### config.mk
export PLATFORM = sky130hd
export DESIGN_NAME = mem_arbiter
export DESIGN_NICKNAME = d
export VERILOG_FILES = /design/src/rtl/mem_arbiter.sv
export SDC_FILE = /design/constraint.sdc
export NUM_CORES = 1
export LEC_CHECK = 0
export ABC_AREA = 1
export CAP_MARGIN = 20
export CORE_ASPECT_RATIO = 1.75
export CORE_MARGIN = 4
export CORE_UTILIZATION = 45
export DETAILED_ROUTE_END_ITERATION = 8
export MAX_ROUTING_LAYER = met4
export PLACE_DENSITY = 0.85
export SYNTH_ARGS = -nofsm -noshare
export SYNTH_HDL_FRONTEND = slang
export SYNTH_SLANG_ARGS = --single-unit
### constraint.sdc
create_clock -name clk -period 2.4 [get_ports clk]
set_clock_uncertainty 0.1 [all_clocks]
set_input_delay 0.36 -clock clk [delete_from_list [all_inputs] [get_ports clk]]
set_output_delay 0.36 -clock clk [all_outputs]
set_load 0.05 [all_outputs]
### src/rtl/mem_arbiter.sv
// Round-robin arbiter between the I-cache and D-cache miss paths onto one memory port.
// Grant registered one cycle after valid; owner sees a one-cycle ready pulse the cycle after memory ready.
module mem_arbiter #(
  parameter int ADDR_W  = 32,
  parameter int DATA_W  = 32,
  parameter int TIMEOUT = 255,
  parameter int CNT_W   = 8
) (
  input  logic              clk,
  input  logic              rst,
  input  logic [ADDR_W-1:0] ic_req_addr,
  input  logic              ic_req_valid,
  output logic [DATA_W-1:0] ic_req_data,
  output logic              ic_req_ready,
  input  logic [ADDR_W-1:0] dc_req_addr,
  input  logic              dc_req_wr,
  input  logic [DATA_W-1:0] dc_wr_data,
  input  logic              dc_req_valid,
  output logic [DATA_W-1:0] dc_req_data,
  output logic              dc_req_ready,
  output logic [ADDR_W-1:0] mem_req_addr,
  output logic [DATA_W-1:0] mem_wr_data,
  output logic              mem_req_wr,
  output logic              mem_req_vaild,
  input  logic [DATA_W-1:0] mem_req_data,
  input  logic              mem_req_ready,
  output logic [1:0]        arb_owner,
  output logic              bus_err
);

  typedef enum logic [1:0] {IDLE, BUSY, RESP} state_t;

  localparam logic [CNT_W-1:0]  TO_LIMIT = CNT_W'(TIMEOUT);
  localparam logic [DATA_W-1:0] ERR_DATA = DATA_W'(32'hDEAD_BEEF);

  state_t           state;
  logic             last_dc;
  logic [CNT_W-1:0] wd_cnt;
  logic             grant_dc;

  // On a tie the requester that did not win last time gets the port.
  always_comb begin
    grant_dc = dc_req_valid && (!ic_req_valid || !last_dc);
  end

  always_ff @(posedge clk or negedge rst) begin
    if (!rst) begin
      state         <= IDLE;
      last_dc       <= 1'b0;
      wd_cnt        <= '0;
      mem_req_addr  <= '0;
      mem_wr_data   <= '0;
      mem_req_wr    <= 1'b0;
      mem_req_vaild <= 1'b0;
      ic_req_data   <= '0;
      ic_req_ready  <= 1'b0;
      dc_req_data   <= '0;
      dc_req_ready  <= 1'b0;
      arb_owner     <= 2'b00;
      bus_err       <= 1'b0;
    end else begin
      case (state)
        IDLE: begin
          if (ic_req_valid || dc_req_valid) begin
            state         <= BUSY;
            mem_req_vaild <= 1'b1;
            wd_cnt        <= '0;
            last_dc       <= grant_dc;
            if (grant_dc) begin
              mem_req_addr <= dc_req_addr;
              mem_wr_data  <= dc_wr_data;
              mem_req_wr   <= dc_req_wr;
              arb_owner    <= 2'b10;
            end else begin
              mem_req_addr <= ic_req_addr;
              mem_wr_data  <= '0;
              mem_req_wr   <= 1'b0;
              arb_owner    <= 2'b01;
            end
          end
        end
        BUSY: begin
          // Memory ready takes priority over a watchdog expiry in the same cycle.
          if (mem_req_ready || (wd_cnt == TO_LIMIT)) begin
            state         <= RESP;
            mem_req_vaild <= 1'b0;
            if (!mem_req_ready) begin
              bus_err <= 1'b1;
            end
            if (arb_owner[1]) begin
              dc_req_data  <= mem_req_ready ? mem_req_data : ERR_DATA;
              dc_req_ready <= 1'b1;
            end else begin
              ic_req_data  <= mem_req_ready ? mem_req_data : ERR_DATA;
              ic_req_ready <= 1'b1;
            end
          end else begin
            wd_cnt <= wd_cnt + 1'b1;
          end
        end
        RESP: begin
          state        <= IDLE;
          ic_req_ready <= 1'b0;
          dc_req_ready <= 1'b0;
          arb_owner    <= 2'b00;
        end
        default: state <= IDLE;
      endcase
    end
  end

endmodule
==> results.md, run 1 <==
- Final wirelength: about 18000 um
- Starting Density: between 40% and 50%
- Slew Viols, Final: 0
- Worst-path maximum fanout: 3
- Crit-path slowest cell: clkdlybuf4s50_1
- Maxcap violations: 0
- Clock Latency Late Sink: 0.41 ns
- Dpl ws: approximately 0.2 ns
- Placed insts: slightly above 1000
- CTS tree: yes
- Worst slew margin: between 30% and 40%
- Clk sinks: around 150
- Root Buffer: clkbuf_16
- Max Clk Rate: 0.4735 GHz
- Syn_area_per_cell: approximately 10 um^2
- Final Hold Fails: 0
- Vias per inst: roughly 5.1
- Initial antenna violation count: 0
- WL/cell: ~17 um
- Peak supply drop: 1255 uV
- # fillers: 957
- Chip Width: between 90 and 100 um
- Synth Instances: roughly 600
- Buf/Inv on CP: 1
- Core region area: between 10000 and 15000 um^2
- WHS: 0.3593 ns
- Die height: around 160 um
- Row cnt: 55
- I/O pins: between 200 and 300
- Mapped Nets: roughly 740
- Antenna-violating nets left: 0
- First-pass GRT wire length: roughly 28000 um
- Layout cells sized above 1: roughly 11%
- Initial drt markers: 300
- Hold Crit Class: in -> async
- First drt pass iteration count: 4
- Area delta synth->final: 56.21%
- Mapped cell area: a little over 6000 um^2
- Drt drc: 0
- Placer Congestion: between 0.8 and 0.9
- Synth unique cells: 24
- Post-DP HPWL: around 13000 um
- Yosys warns: 0
- Final setup vio count: 0
- Gr ovfl total: 0
- PD cells: roughly 1700 nW/um^2
- Crit path arrival time: about 1.7 ns
- PortBufs: between 200 and 300
- Total CTS buffers: 17
- Leakage power total: 0.004208 uW
- Register area share after synthesis: 60.43%
- RSZ-0062 raised after global routing: no
- Post-CTS Setup Bufs: 0
- Nets: 998
- Crit share post-route: about 88%
- Measured slew at the worst slew-check pin: 0.9851 ns
- CP endpoint kind: output port
- Crit Path Class: reg -> out
- N_diodes: 0
- Full die area: between 15000 and 20000 um^2
- Total power: 15650 uW
- Max incr delay on CP: around 0.86 ns
- #FFs+latches synth: 146
- CTS clk-pin slew, worst paths: around 0.060 ns
- Commonest non-fill, non-tap cell in the layout: clkdlybuf4s50_1
- Filler-free cell count of the finished design: 1047
- Largest net degree at the start of global routing: 76
- CP Launch Type: flop
- GR Util All Layers: approximately 25%
- H-tree depth: 4
- Vias in the first global route: about 5500
- PnR worst setup slack: 0.2883 ns
- Crit-path cells: clkdlybuf4s50_1
- Commonest cells after routing, fill and taps aside: 267 x clkdlybuf4s50_1, 170 x nand2_1, 146 x dfrtp_1
- WP data required: 1.94 ns
- Final min period: roughly 2.1 ns
- Status: finished clean
- CP delay by family, top: buffers and inverters
- Setup TNS: 0 ns
- Clk buf depth: 2
- Via count: 5318
synth_stat cells:
cell type	instances	share of area [%]
nand2_1	170	11
dfrtp_1	146	60
nand3_1	72	6.0
o21ai_2	42	6.1
nor2_1	37	2.3
a22o_1	33	4.8
o21ai_1	23	1.9
inv_1	16	0.99
buf_2	13	1.1
buf_6	12	2.2
clkbuf_1	12	0.74
o21ai_0	9	0.74
nand2_2	4	0.41
nand3_2	3	0.50
a21oi_1	1	0.083
buf_1	1	0.062
ha_1	1	0.21
inv_2	1	0.062
nand2_4	1	0.19
nor2_2	1	0.10
nor2_4	1	0.19
nor3b_1	1	0.12
o21bai_1	1	0.12
xnor2_1	1	0.14
final timing paths:
path                       depth (start not counted)  slack [ns]                to             from
max                                                1        0.29      arb_owner[1]     arb_owner[1]
min                                                2        0.36  mem_req_addr[30]              rst
max reg2reg                                        5        0.37   mem_req_addr[5]         state[0]
min reg2reg                                        2        0.38   ic_req_data[27]  ic_req_data[27]
max in group asynchronous                          3        1.12   dc_req_data[29]              rst
min in group clk                                   2        0.38   ic_req_data[27]  ic_req_data[27]
kinds of logic (layout without fill, tap and decap cells):
group / after synthesis / count (layout) / share of synthesized area [%]
and+or+nand+nor: 290 / 290 / 20.32
DFF: 146 / 146 / 60.43
AOI/OAI and AO/OA: 109 / 109 / 13.72
buffers and inverters: 55 / 329 / 5.174
adders and majority gates: 1 / 1 / 0.2069
xor gates and xnor gates: 1 / 1 / 0.1449
metal layers:
metal	GRT usage [%]	routed length [um]	up-vias	share of wire (%)
li1	-	-	2533	-
met1	26.49	6412	2478	35
met2	41.53	9573	258	53
met3	7.456	1331	49	7.4
met4	11.46	745	0	4.1
met5	-	0	-	0
power by group:
part           switching [uW]  total (uW)  internal (uW)
sequential                641        4240           3600
combinational            5940        8830           2890
clock                    1110        2580           1460
total                    7690       15700           7960
final cells by class:
| class | instances | area, um^2 | area share [%] |
|---|---|---|---|
| clock inverters | 14 | 146.4 | 1.550 |
| repair buffers | 280 | 2839 | 30.06 |
| well taps | 171 | 214.0 | 2.265 |
| inverters | 17 | 63.81 | 0.6757 |
| clock buffers | 18 | 429.2 | 4.544 |
| multi-input cells | 401 | 2098 | 22.22 |
| flip-flops and latches | 146 | 3654 | 38.69 |
state kept, by name (all words and copies together), names as in the netlist, 2 cells and up:
| register | cells |
|---|---|
| dc_req_data | 32 |
| state | 2 |
| mem_wr_data | 32 |
| mem_req_addr | 32 |
| wd_cnt | 8 |
| ic_req_data | 32 |
| arb_owner | 2 |
what timing repair did:
item / CTS / global route
endpoints found under the hold margin: 50 / 0
resized for setup: 0 / 0
hold buffers: 1 / 0
stage by stage:
| stage | area, um^2 | utilization, % |
|---|---|---|
| floorplan | 6046 | - |
| global placement | 8859 | 67.75 |
| detailed placement | 8859 | 67.75 |
| CTS | 9444 | 72.23 |
| global route | 9444 | 72.23 |
| finish | 9444 | 72.23 |
Power figures use the tool's default switching activity.
==> run 2, diff against run 1 <==
TNS_END_PERCENT = 1   (was not set)
==> results of run 2 <==
No change in the layout: final DEF, timing and power equal those of run 1.
==> run 3, diff against run 2 <==
PLACE_DENSITY = 0.89   (was 0.85)
SLEW_MARGIN = 20   (was not set)
clock period = 2.55 ns   (was 2.4 ns; I/O delays follow)
==> run 3 against run 2 <==
Effect of this change:
- sequential share of layout area grew 0.13 points
- setup slack improved by 0.13 ns
- hold slack improved by 0.019 ns
- non-clock buffer count increased by 1
- routed wire length decreased by 2.9%
- critical path type unchanged
- largest power group unchanged
==> results.md, run 3 (synthesized netlist as in run 1, its figures left out) <==
- I/O pins: between 200 and 300
- Max Clk Rate: between 0.4 and 0.5 GHz
- Chip Width: roughly 96 um
- Measured slew at the worst slew-check pin: around 1 ns
- Maxcap violations: 0
- WHS: ~0.38 ns
- Full die area: 15430 um^2
- Root Buffer: clkbuf_16
- Drt drc: 0
- Final wirelength: 17540 um
- Max incr delay on CP: around 0.83 ns
- GR Util All Layers: between 20% and 30%
- Peak supply drop: around 900 uV
- Starting Density: 46.24%
- Vias per inst: 5.075
- Crit share post-route: between 80% and 90%
- Slew Viols, Final: 0
- Antenna-violating nets left: 0
- WP data required: 2.07 ns
- CP delay by family, top: buffers and inverters
- Clk buf depth: 2
- Commonest non-fill, non-tap cell in the layout: clkdlybuf4s50_1
- Clock Latency Late Sink: 0.41 ns
- Layout cells sized above 1: between 10% and 20%
- Clk sinks: ~150
- Vias in the first global route: around 5600
- Crit-path slowest cell: clkdlybuf4s50_1
- Initial antenna violation count: 0
- CP Launch Type: flop
- Initial drt markers: approximately 280
- Hold Crit Class: in -> async
- Commonest cells after routing, fill and taps aside: 267 x clkdlybuf4s50_1, 170 x nand2_1, 146 x dfrtp_1
- First drt pass iteration count: 6
- RSZ-0062 raised after global routing: no
- Leakage power total: 0.004199 uW
- Post-CTS Setup Bufs: 0
- Post-DP HPWL: 12940 um
- Worst-path maximum fanout: 2
- Die height: 161.3 um
- Crit path arrival time: 1.65 ns
- Largest net degree at the start of global routing: between 60 and 70
- Total CTS buffers: 17
- Total power: between 10000 and 15000 uW
- Placer Congestion: between 0.8 and 0.9
- Row cnt: 55
- CTS tree: yes
- Worst slew margin: 34.33%
- Nets: ~1000
- H-tree depth: 4
- Area delta synth->final: 55.69%
- Core region area: between 10000 and 15000 um^2
- Gr ovfl total: 0
- CP endpoint kind: output port
- First-pass GRT wire length: 27700 um
- Final Hold Fails: 0
- Crit-path cells: clkdlybuf4s50_1
- CTS clk-pin slew, worst paths: around 0.07 ns
- Status: finished clean
- PortBufs: 268
- Setup TNS: 0 ns
- Crit Path Class: reg -> out
- N_diodes: 0
- Buf/Inv on CP: 1
- Final setup vio count: 0
- Via count: about 5300
- WL/cell: 16.74 um
- PD cells: 1550 nW/um^2
- Final min period: 2.128 ns
run 3: cell count changes in the layout (fill, tap and decap cells not counted), sizes merged:
cell and change:
bufinv -1, clkbuf -1, buf +1, clkinv +2
run 3: per-stage QoR:
step / utilization (%) / cells / instance area, um^2 / setup WS [ns]
after floorplan: - / 602 / 6046 / 0.9737
after global placement: 67.71 / 1015 / 8853 / 0.4090
after detailed placement: 67.71 / 1015 / 8853 / 0.3388
after CTS: 71.99 / 1048 / 9413 / 0.3999
after global routing: 71.99 / 1048 / 9413 / 0.3595
final: 71.99 / 1048 / 9413 / 0.4216
run 3: area by class of cell:
type	count	area, um^2
clock buffers	17	425.4
inverters	17	63.81
fillers	916	3662
well taps	171	214.0
flip-flops and latches	146	3654
repair buffers	281	2834
clock inverters	15	123.9
multi-input cells	401	2098
run 3: repair_timing:
| item | CTS | global route |
|---|---|---|
| hold buffers | 1 | 0 |
| hold endpoints to repair | 49 | 0 |
| resized for setup | 0 | 0 |
run 3: where the power goes:
group	internal [uW]	total [uW]	switching, uW
Clock	1270	2310	1040
Sequential	3390	4020	631
Combinational	2710	8250	5550
Total	7370	14600	7220
run 3: final timing paths:
kind	start	end	depth (start not counted)	slack (ns)
max	mem_req_addr[8]	mem_req_addr[8]	1	0.42
min	rst	dc_req_data[18]	2	0.38
max reg2reg	state[0]	mem_req_addr[28]	5	0.52
min reg2reg	dc_req_data[18]	dc_req_data[18]	2	0.38
max in group asynchronous	rst	dc_req_data[25]	3	1.19
min in group clk	dc_req_data[18]	dc_req_data[18]	2	0.38
run 3: per-layer routing:
layer  up-vias  GRT usage (%)  part of all wire (%)
met2       244          39.91                    52
met1      2513          26.65                    37
li1       2525              -                     -
met4         0          10.30                   3.5
met5         -              -                     0
met3        37          5.778                   6.7
